===== config.mk =====
export PLATFORM = sky130hd
export DESIGN_NAME = fp_alu_multicycle
export DESIGN_NICKNAME = d
export VERILOG_FILES = /design/src/rtl/fp_alu_multicycle.sv
export SDC_FILE = /design/constraint.sdc
export NUM_CORES = 1
export LEC_CHECK = 0
export CAP_MARGIN = 40
export CORE_ASPECT_RATIO = 0.9
export CORE_UTILIZATION = 35
export CTS_BUF_LIST = sky130_fd_sc_hd__clkbuf_4 sky130_fd_sc_hd__clkbuf_8
export DETAILED_ROUTE_END_ITERATION = 8
export SLEW_MARGIN = 20
export SYNTH_ARGS = -nofsm -noshare
export SYNTH_HDL_FRONTEND = slang
export SYNTH_SLANG_ARGS = --single-unit

===== constraint.sdc =====
create_clock -name clk -period 8.3 [get_ports clk]
set_input_delay 1.66 -clock clk [delete_from_list [all_inputs] [get_ports clk]]
set_output_delay 1.66 -clock clk [all_outputs]
set_load 0.03 [all_outputs]

===== src/rtl/fp_alu_multicycle.sv =====
// Multi-cycle floating-point add/sub/mul unit, round toward zero.
// Start/busy/done handshake, denormals flushed to zero.
module fp_alu_multicycle #(
    parameter int EXP_W = 8,
    parameter int MAN_W = 23
) (
    input  logic                   clk,
    input  logic                   rst,
    input  logic                   start,
    input  logic [1:0]             op,
    input  logic [EXP_W+MAN_W:0]   a,
    input  logic [EXP_W+MAN_W:0]   b,
    output logic                   busy,
    output logic                   done,
    output logic [EXP_W+MAN_W:0]   result,
    output logic                   overflow,
    output logic                   underflow,
    output logic                   invalid
);

    localparam int W    = 1 + EXP_W + MAN_W;
    localparam int EW   = EXP_W + 2;
    localparam int XW   = MAN_W + 4;
    localparam int SW   = MAN_W + 5;
    localparam int PW   = 2 * MAN_W + 2;
    localparam int CW   = $clog2(MAN_W + 2);
    localparam int LZW  = $clog2(XW);
    localparam int EMAX = (1 << EXP_W) - 1;
    localparam int BIAS = (1 << (EXP_W - 1)) - 1;

    localparam logic signed [EW-1:0] EMAX_S = EW'(EMAX);
    localparam logic signed [EW-1:0] ZERO_S = '0;
    localparam logic [EXP_W-1:0]     EONES  = '1;
    localparam logic [W-1:0] QNAN =
        {1'b0, {EXP_W{1'b1}}, 1'b1, {(MAN_W-1){1'b0}}};

    localparam logic [1:0] OP_SUB = 2'b01;
    localparam logic [1:0] OP_MUL = 2'b10;
    localparam logic [1:0] OP_INV = 2'b11;

    typedef enum logic [2:0] {
        S_IDLE,
        S_UNPACK,
        S_ALIGN,
        S_EXEC,
        S_NORM,
        S_DONE
    } state_t;

    state_t state_q, state_d;

    logic [1:0]          op_q, op_d;
    logic [W-1:0]        a_q, a_d;
    logic [W-1:0]        b_q, b_d;

    logic                sa_q, sa_d;
    logic                sb_q, sb_d;
    logic [EXP_W-1:0]    ea_q, ea_d;
    logic [EXP_W-1:0]    eb_q, eb_d;
    logic [MAN_W:0]      ma_q, ma_d;
    logic [MAN_W:0]      mb_q, mb_d;
    logic                za_q, za_d;
    logic                zb_q, zb_d;
    logic                inv_q, inv_d;

    logic                sx_q, sx_d;
    logic signed [EW-1:0] ex_q, ex_d;
    logic [XW-1:0]       mx_q, mx_d;
    logic [XW-1:0]       my_q, my_d;
    logic                esub_q, esub_d;

    logic [SW-1:0]       sum_q, sum_d;
    logic [PW-1:0]       prod_q, prod_d;
    logic [PW-1:0]       mcand_q, mcand_d;
    logic [MAN_W:0]      mplier_q, mplier_d;
    logic [CW-1:0]       cnt_q, cnt_d;

    logic [W-1:0]        res_q, res_d;
    logic                ovf_q, ovf_d;
    logic                udf_q, udf_d;
    logic                nan_q, nan_d;

    logic                swap;
    logic [EXP_W-1:0]    big_e, small_e;
    logic [MAN_W:0]      big_m, small_m;
    logic                big_s;
    logic [XW-1:0]       y_sh;

    logic [LZW-1:0]      lz;
    logic [XW-1:0]       n_shl;
    logic                cancel;
    logic [MAN_W-1:0]    nf;
    logic signed [EW-1:0] ne;

    // Right shift keeping an OR of every bit pushed past the LSB.
    function automatic logic [XW-1:0] shr_sticky(
        input logic [XW-1:0]    v,
        input logic [EXP_W-1:0] sh
    );
        logic [XW-1:0] r;
        logic          st;
        if (int'(sh) >= XW) begin
            r  = '0;
            st = |v;
        end else begin
            r  = v >> sh;
            st = |(v & ~({XW{1'b1}} << sh));
        end
        return {r[XW-1:1], r[0] | st};
    endfunction

    assign swap    = {ea_q, ma_q} < {eb_q, mb_q};
    assign big_e   = swap ? eb_q : ea_q;
    assign small_e = swap ? ea_q : eb_q;
    assign big_m   = swap ? mb_q : ma_q;
    assign small_m = swap ? ma_q : mb_q;
    assign big_s   = swap ? sb_q : sa_q;
    assign y_sh    = shr_sticky({small_m, 3'b000}, big_e - small_e);

    // Leading-one search and normalised fraction/exponent candidates.
    always_comb begin
        lz = '0;
        for (int i = 0; i < XW; i++) begin
            if (sum_q[i]) lz = LZW'(XW - 1 - i);
        end
        n_shl  = sum_q[XW-1:0] << lz;
        cancel = (sum_q == '0);
        if (op_q == OP_MUL) begin
            if (prod_q[PW-1]) begin
                nf = MAN_W'(prod_q >> (MAN_W + 1));
                ne = ex_q + EW'(1);
            end else begin
                nf = MAN_W'(prod_q >> MAN_W);
                ne = ex_q;
            end
        end else if (sum_q[SW-1]) begin
            nf = MAN_W'(sum_q >> 4);
            ne = ex_q + EW'(1);
        end else begin
            nf = MAN_W'(n_shl >> 3);
            ne = ex_q - EW'(lz);
        end
    end

    // Next-state and datapath next values for every sequencing step.
    always_comb begin
        state_d  = state_q;
        op_d     = op_q;
        a_d      = a_q;
        b_d      = b_q;
        sa_d     = sa_q;
        sb_d     = sb_q;
        ea_d     = ea_q;
        eb_d     = eb_q;
        ma_d     = ma_q;
        mb_d     = mb_q;
        za_d     = za_q;
        zb_d     = zb_q;
        inv_d    = inv_q;
        sx_d     = sx_q;
        ex_d     = ex_q;
        mx_d     = mx_q;
        my_d     = my_q;
        esub_d   = esub_q;
        sum_d    = sum_q;
        prod_d   = prod_q;
        mcand_d  = mcand_q;
        mplier_d = mplier_q;
        cnt_d    = cnt_q;
        res_d    = res_q;
        ovf_d    = ovf_q;
        udf_d    = udf_q;
        nan_d    = nan_q;

        unique case (state_q)
            S_IDLE: begin
                if (start) begin
                    a_d     = a;
                    b_d     = b;
                    op_d    = op;
                    state_d = S_UNPACK;
                end
            end
            S_UNPACK: begin
                sa_d  = a_q[W-1];
                sb_d  = b_q[W-1] ^ (op_q == OP_SUB);
                ea_d  = a_q[W-2:MAN_W];
                eb_d  = b_q[W-2:MAN_W];
                za_d  = (a_q[W-2:MAN_W] == '0);
                zb_d  = (b_q[W-2:MAN_W] == '0);
                ma_d  = za_d ? '0 : {1'b1, a_q[MAN_W-1:0]};
                mb_d  = zb_d ? '0 : {1'b1, b_q[MAN_W-1:0]};
                inv_d = (op_q == OP_INV)
                      || (a_q[W-2:MAN_W] == EONES)
                      || (b_q[W-2:MAN_W] == EONES);
                state_d = S_ALIGN;
            end
            S_ALIGN: begin
                if (op_q == OP_MUL) begin
                    sx_d     = sa_q ^ sb_q;
                    ex_d     = EW'(ea_q) + EW'(eb_q) - EW'(BIAS);
                    prod_d   = '0;
                    mcand_d  = PW'(mb_q);
                    mplier_d = ma_q;
                    cnt_d    = '0;
                end else begin
                    sx_d   = big_s;
                    ex_d   = EW'(big_e);
                    mx_d   = {big_m, 3'b000};
                    my_d   = y_sh;
                    esub_d = sa_q ^ sb_q;
                end
                state_d = S_EXEC;
            end
            S_EXEC: begin
                if (op_q == OP_MUL) begin
                    if (mplier_q[0]) prod_d = prod_q + mcand_q;
                    mcand_d  = mcand_q << 1;
                    mplier_d = mplier_q >> 1;
                    if (cnt_q == CW'(MAN_W)) begin
                        state_d = S_NORM;
                    end else begin
                        cnt_d = cnt_q + CW'(1);
                    end
                end else begin
                    sum_d = esub_q ? ({1'b0, mx_q} - {1'b0, my_q})
                                   : ({1'b0, mx_q} + {1'b0, my_q});
                    state_d = S_NORM;
                end
            end
            S_NORM: begin
                ovf_d = 1'b0;
                udf_d = 1'b0;
                nan_d = 1'b0;
                if (inv_q) begin
                    res_d = QNAN;
                    nan_d = 1'b1;
                end else if (za_q || zb_q) begin
                    if (op_q == OP_MUL) begin
                        res_d = {sa_q ^ sb_q, {(W-1){1'b0}}};
                    end else if (za_q && zb_q) begin
                        res_d = {sa_q & sb_q, {(W-1){1'b0}}};
                    end else if (za_q) begin
                        res_d = {sb_q, b_q[W-2:0]};
                    end else begin
                        res_d = {sa_q, a_q[W-2:0]};
                    end
                end else if (op_q != OP_MUL && cancel) begin
                    res_d = '0;
                end else if (ne >= EMAX_S) begin
                    ovf_d = 1'b1;
                    res_d = {sx_q, EXP_W'(EMAX - 1), {MAN_W{1'b1}}};
                end else if (ne <= ZERO_S) begin
                    udf_d = 1'b1;
                    res_d = {sx_q, {(W-1){1'b0}}};
                end else begin
                    res_d = {sx_q, ne[EXP_W-1:0], nf};
                end
                state_d = S_DONE;
            end
            S_DONE: begin
                state_d = S_IDLE;
            end
            default: begin
                state_d = S_IDLE;
            end
        endcase
    end

    // State and datapath registers, cleared by synchronous reset.
    always_ff @(posedge clk) begin
        if (rst) begin
            state_q  <= S_IDLE;
            op_q     <= '0;
            a_q      <= '0;
            b_q      <= '0;
            sa_q     <= 1'b0;
            sb_q     <= 1'b0;
            ea_q     <= '0;
            eb_q     <= '0;
            ma_q     <= '0;
            mb_q     <= '0;
            za_q     <= 1'b0;
            zb_q     <= 1'b0;
            inv_q    <= 1'b0;
            sx_q     <= 1'b0;
            ex_q     <= '0;
            mx_q     <= '0;
            my_q     <= '0;
            esub_q   <= 1'b0;
            sum_q    <= '0;
            prod_q   <= '0;
            mcand_q  <= '0;
            mplier_q <= '0;
            cnt_q    <= '0;
            res_q    <= '0;
            ovf_q    <= 1'b0;
            udf_q    <= 1'b0;
            nan_q    <= 1'b0;
        end else begin
            state_q  <= state_d;
            op_q     <= op_d;
            a_q      <= a_d;
            b_q      <= b_d;
            sa_q     <= sa_d;
            sb_q     <= sb_d;
            ea_q     <= ea_d;
            eb_q     <= eb_d;
            ma_q     <= ma_d;
            mb_q     <= mb_d;
            za_q     <= za_d;
            zb_q     <= zb_d;
            inv_q    <= inv_d;
            sx_q     <= sx_d;
            ex_q     <= ex_d;
            mx_q     <= mx_d;
            my_q     <= my_d;
            esub_q   <= esub_d;
            sum_q    <= sum_d;
            prod_q   <= prod_d;
            mcand_q  <= mcand_d;
            mplier_q <= mplier_d;
            cnt_q    <= cnt_d;
            res_q    <= res_d;
            ovf_q    <= ovf_d;
            udf_q    <= udf_d;
            nan_q    <= nan_d;
        end
    end

    assign busy      = (state_q != S_IDLE);
    assign done      = (state_q == S_DONE);
    assign result    = res_q;
    assign overflow  = ovf_q;
    assign underflow = udf_q;
    assign invalid   = nan_q;

endmodule


==> impl_results.md, run 1 <==
- Vias per cell: 5.68
- Util after Layout: 40.5%
- Synth top area share: 30.4%
- Boundary pin count: 106
- Hpwl dp: 66000 um
- Period utilization: 70.3%
- Most numerous cell on the critical path: o31ai_1
- Final net count: 3575
- Clock sink total: 389
- FF+latch count, synth: 389
- Core region area: 0.0720 sq mm
- Routed Antenna Nets: 0
- Iter 0 DRT Violations: 2398
- Setup Skew: 0.0318 ns
- RSZ-0062 raised after global routing: false
- ANT cells: 0
- Crit. Startpoint: sum_q[2]
- Hold_sp: a_q[31]
- Fillers: 7381
- Placed cells: 4222
- Setup TNS: 0 ns
- Final WS setup: 2.46 ns
- Max IR drop VDD: 0.192 mV
- H-tree level count: 3
- Net count after synthesis: 3558
- Largest net degree at the start of global routing: 79
- Fin cells: 4354
- Final Critical Period: 5.84 ns
- Die W: 287 um
- CP Launch Type: register
- Pre-CTS WS: 2.63 ns
- Longest Clk Path Bufs: 3
- DRC Markers: 0
- Area occupied by multi-input gates: 0.0166 sq mm
- Top cells by area, synth: dfxtp_1 30%, ha_1 7.4%, nand2_1 7.3%
- Clock latency on the worst-skew pair: 0.67 ns
- Synth cell types: 92
- Area growth syn-to-layout: 13.8%
- HP Class: reg -> reg
- CTS root buf: clkbuf_8
- CTS Buf Count: 73
- PD cells: 219 mW/mm^2
- Mapped Area: 0.0257 sq mm
- Congestion Overflow GR: 0
- Tot Pwr: 0.00640 W
- Tot GR Track Use: 23.5%
- Leakage Power: 11.3 nW
- Ys flop type: dfxtp_1
- Commonest cells in the synthesized netlist: 500 x nand2_1, 393 x nor2_1, 389 x dfxtp_1
- Most common cell in the synthesized netlist: nand2_1
- Die area: 0.0744 sq mm
- Gpl congestion: 0.982
- Highest Clock Rate: 171 MHz
- Number of cells on the critical path: 22
- Synth async-reset ratio: 0%
- Hold_buf cts: 0
- Worst rel slew slack: 39.3%
- Post-synthesis instance total: 3334
- Starting Density: 35.6%
- TritonRoute pass-1 iters: 7
- Row count: 93
- First-pass GRT wire length: 138000 um
- Initial antenna violation count: 2
- Largest incremental delay on the critical path: 0.57 ns
- Cell accounting for the most synthesized area: dfxtp_1
- Slew Viols, Final: 0
- Register-to-Register Path Depth: 22
- DR vias: 24744
- Syn. warnings: 0
- CP Buf/Inv Count: 2
- Worst slew pin tran: 0.903 ns
- CTS tree: built
- Number of flops mapped to enable cells by yosys: 0
- Critical R2R Launch: sum_q[2]
- Final Hold Fails: 0
- Finish-stage setup viols: 0
- Critical Setup Path Class: reg -> reg
- Post-CTS setup buffer count: 0
- IO Port Bufs: 105
- Die span in y: 259 um
- Clk pin slew, worst setup/hold paths: 0.06 ns
- Drt total wl: 88500 um
- Max Cap Viol: 0
- Status: finished, final reports clean
- Hold Path Depth: 2
- Crit-path cells: nor3b_1, o31ai_1, a21boi_0, o31ai_1, a21boi_1, o31ai_1, a211oi_4, buf_4, inv_1, ha_1, nor2b_1, o21ai_0, a21boi_0, o21ai_0, a31oi_1, xnor2_1, or4_1, o21bai_2, nand2b_1, a211oi_1, a22oi_1, o21ai_1
- Crit-path slowest cell: or4_1
- Syn avg cell area: 7.70 sq um
- Post-synthesis sequential area ratio: 30.4%
- Share of layout cells above drive strength 1: 8.02%
- Routed wire per std cell: 20.3 um
- CP max FO: 30
- Vias in the first global route: 23266
- CP arrival: 6.38 ns
- R2r setup slk: 2.46 ns
- # resized after CTS: 0
- Required @ worst endpoint: 8.84 ns
- Register area: 0.00779 sq mm
- Crit end category: register
- CP delay by family, top: compound AO/OA/AOI/OAI gates
final timing paths:
kind                                  end
worst min-delay path                 sa_q
worst max-delay path            result[7]
worst max register to register  result[7]
worst min register to register       sa_q
state kept, by name, summed over array words and instances, names as in the netlist, 5 cells and up:
name      cells
a_q          32
b_q          32
cnt_q         5
ea_q          8
eb_q          8
ex_q         10
ma_q         24
mb_q         24
mcand_q      48
mplier_q     24
mx_q         24
my_q         27
prod_q       48
result       32
sum_q        28
per-layer routing:
metal	track usage (%)	share of wire (%)	vias up	wire length [um]
met5	0	0	-	0
met4	9.12	3.6	0	3190
met3	4.52	7.0	126	6170
met2	36.7	45	799	39400
met1	31.8	45	11767	39800
li1	-	-	12052	-
layout by cell type, fill, tap and decap left out, types with 17 or more instances in the layout:
master	instances
a211oi_1	46
a21o_1	52
a21oi_1	289
a22oi_1	122
a311oi_1	78
a31oi_1	28
a32oi_1	18
and3_1	20
buf_4	52
clkbuf_4	25
clkbuf_8	88
clkdlybuf4s50_1	104
dfxtp_1	389
ha_1	151
inv_1	127
mux2_2	19
mux2i_1	154
nand2_1	499
nand2b_1	28
nand3_1	42
nand4_1	21
nor2_1	387
nor2b_1	20
nor3_1	67
o211ai_1	20
o21ai_0	134
o31ai_1	21
or3_1	17
xnor2_1	47
xor2_1	35
through the flow:
| step | hold WS [ns] | instance area [sq um] |
|---|---|---|
| 6_report | 0.454 | 29200 |
| 3_5_place_dp | 0.451 | 27500 |
| 5_1_grt | 0.487 | 29200 |
| 3_3_place_gp | 0.443 | 27500 |
| 4_1_cts | 0.459 | 29100 |
| 2_1_floorplan | 0.432 | 25700 |
report_power, final:
part	internal, W	switching (W)	leakage, nW
Sequential	0.00194	0.000102	3.15
Combinational	0.000786	0.00152	7.36
Clock	0.00119	0.000853	0.836
worst register-to-register path, delay by kind of cell, from the launching register on:
| family | cells | cell delay, ns |
|---|---|---|
| compound gates | 14 | 3.27 |
| simple gates | 4 | 1.28 |
| flops | 1 | 0.41 |
| fa+ha+maj | 1 | 0.22 |
| buf+inv | 2 | 0.38 |
| xor+xnor | 1 | 0.18 |
final cells by class:
type / count / area share (%)
clock inverter: 15 / 0.625
clock buffer: 113 / 4.79
timing repair buffer: 165 / 5.39
sequential: 389 / 26.7
multi-input combinational: 2592 / 56.8
tap: 950 / 4.07
inverter: 130 / 1.67
cells by family (layout without fill, tap and decap cells):
| logic type | Yosys count | after routing | synth area share (%) |
|---|---|---|---|
| AO/OA/AOI/OAI | 984 | 984 | 25.6 |
| XOR/XNOR | 85 | 85 | 2.93 |
| adder cells (fa/ha/maj) | 155 | 155 | 7.68 |
| buffers and inverters | 353 | 423 | 5.43 |
| flip-flops | 389 | 389 | 30.4 |
| multiplexers | 188 | 188 | 8.13 |
| AND/OR/NAND/NOR | 1180 | 1180 | 19.9 |
(Power assumes the default switching activity.)
==> run 2, diff against run 1 <==
Clock period 8.3 ns to 4.8 ns, I/O delays scaled along.
==> run 2 against run 1 <==
  * Worst setup slack got worse by 2.3 ns
  * Largest power group unchanged
  * Die area did not move
  * Worst hold slack is essentially flat
  * Non-clock buffer count rose by 103
  * Final area rose by 3.2%
  * Wire length rose by 3.6%
  * Highest routed layer unchanged
  * Critical path depth is 1 lower
  * Via count rose by 2.1%
  * Critical endpoint is now result[20]
  * Combinational power rose by 88%
  * Cell count grew 2.3%
==> impl_results.md, run 2 (synthesis gave the netlist of run 1 again) <==
- Status: finished, final reports clean
- Internal Power: 0.00688 W
- Hold_ws: 0.454 ns
- Max IR drop VDD: 0.361 mV
- Die span in y: 259 um
- Finish-stage setup viols: 0
- Crit-path slowest cell: fa_1
- Crit end category: register
- Fillers: 7347
- Iter 0 DRT Violations: 2206
- Clock latency on the worst-skew pair: 0.66 ns
- Vias in the first global route: 24053
- Die area: 0.0744 sq mm
- CP arrival: 5.17 ns
- DR vias: 25260
- Post-route cell area: 0.0301 sq mm
- Commonest non-fill, non-tap cell in the layout: nand2_1
- Drt total wl: 91700 um
- Longest Clk Path Bufs: 3
- Final Critical Period: 4.65 ns
- CP Launch Type: register
- Routed Antenna Nets: 0
- Slew Viols, Final: 0
- Largest incremental delay on the critical path: 0.43 ns
- Core region area: 0.0720 sq mm
- Congestion Overflow GR: 0
- Fin cells: 4454
- Highest Clock Rate: 215 MHz
- Vias per cell: 5.67
- Hpwl dp: 68100 um
- Final Hold Fails: 0
- Register area: 0.00780 sq mm
- CTS tree: built
- Period utilization: 96.9%
- First-pass GRT wire length: 142000 um
- Placed cells: 4312
- Switching portion of total power: 38.9%
- Gpl congestion: 1.00
- Crit. Startpoint: sum_q[0]
- ANT cells: 0
- PD cells: 374 mW/mm^2
- Max Cap Viol: 0
- Die W: 287 um
- Setup Skew: 0.0222 ns
- Area occupied by multi-input gates: 0.0168 sq mm
- Largest registers: mcand_q: 48 flops, prod_q: 48 flops
- Leakage Power: 11.9 nW
- Sequential Power Share: 31.2%
- CP max FO: 6
- Tot GR Track Use: 24.2%
- Crit-path cells: nor3b_2, o31ai_1, a21boi_1, o31ai_2, a21boi_1, o31ai_1, buf_4, a211oi_4, fa_1, nand2b_1, a21boi_1, o21ai_0, a22oi_1, xor2_1, nor3_1, a41oi_2, or2_2, nand2_1, a221o_1, a21oi_1, o22ai_1
- CTS Buf Count: 73
- Setup TNS: 0 ns
- Largest net degree at the start of global routing: 181
- CTS root buf: clkbuf_8
- HP Class: reg -> reg
- Boundary pin count: 106
- Share of layout cells above drive strength 1: 11.5%
- Final net count: 3678
- Post-DP Area: 0.0283 sq mm
- Starting Density: 35.6%
- Row count: 93
- Hold_sp: a_q[31]
- Comb power frac: 38.7%
- Critical R2R Launch: sum_q[0]
- CP Buf/Inv Count: 1
- H-tree level count: 3
- DRC Markers: 0
- Hold_buf cts: 0
- Critical Setup Path Class: reg -> reg
- Required @ worst endpoint: 5.32 ns
- Clock sink total: 389
- Worst rel slew slack: 40.5%
- Area growth syn-to-layout: 17.5%
- Clk pin slew, worst setup/hold paths: 0.06 ns
- Worst slew pin tran: 0.893 ns
- Initial antenna violation count: 0
- CP delay by family, top: compound AO/OA/AOI/OAI gates
- Clock power frac: 30.1%
- Tot Pwr: 0.0113 W
- Most numerous cell on the critical path: a21boi_1
- Commonest cells after routing, fill and taps aside: 498 x nand2_1, 384 x nor2_1, 384 x dfxtp_1, 289 x a21oi_1, 150 x buf_4
- IO Port Bufs: 105
- Psw: 0.00438 W
- Routed wire per std cell: 20.6 um
- TritonRoute pass-1 iters: 6
-- run 2: final timing paths --
check                to  slack, ns  cells past startpoint
max          result[20]       0.15                     21
min                sa_q       0.45                      2
max reg2reg  result[20]       0.15                     21
min reg2reg        sa_q       0.45                      2
-- run 2: routing by layer --
metal  up-vias  global-route usage, %  share of wire, %
met1     11971                   32.5                45
met5         -                      0                 0
met4         0                   10.7               4.2
met3       157                   4.23               6.6
met2       850                   37.8                44
li1      12282                      -                 -
-- run 2: cell type report --
class / instances / share of cell area, %
clock buffer: 114 / 4.69
clock inverter: 11 / 0.282
inverter: 130 / 1.62
multi-input combinational: 2592 / 55.6
sequential: 389 / 25.9
tap: 950 / 3.94
timing repair buffer: 268 / 7.99
-- run 2: tightest hold or removal path: stages (launching register included) --
cell and delay [ns]:
dfxtp_1 0.31, nand2_1 0.05, a21oi_1 0.05
-- run 2: power by group through the flow --
stage | Sequential, W | Clock [W] | Combinational [W]
6_report | 0.00351 | 0.00339 | 0.00435
5_1_grt | 0.00353 | 0.00362 | 0.00465
4_1_cts | 0.00351 | 0.00348 | 0.00411
3_5_place_dp | 0.00358 | 0 | 0.00409
3_3_place_gp | 0.00358 | 0 | 0.00410
2_1_floorplan | 0.00353 | 0 | 0.00285
-- run 2: repair_timing --
item                       CTS  global route
setup buffers                0            14
resized for setup            0            47
setup endpoints to repair    0            54
-- run 2: per-stage QoR --
stage	setup slack [ns]	util, %
after floorplan	0.0203	-
after global placement	0.105	39.2
after detailed placement	0.0410	39.3
after CTS	0.0141	41.3
after global routing	-0.0436	41.8
final	0.151	41.8
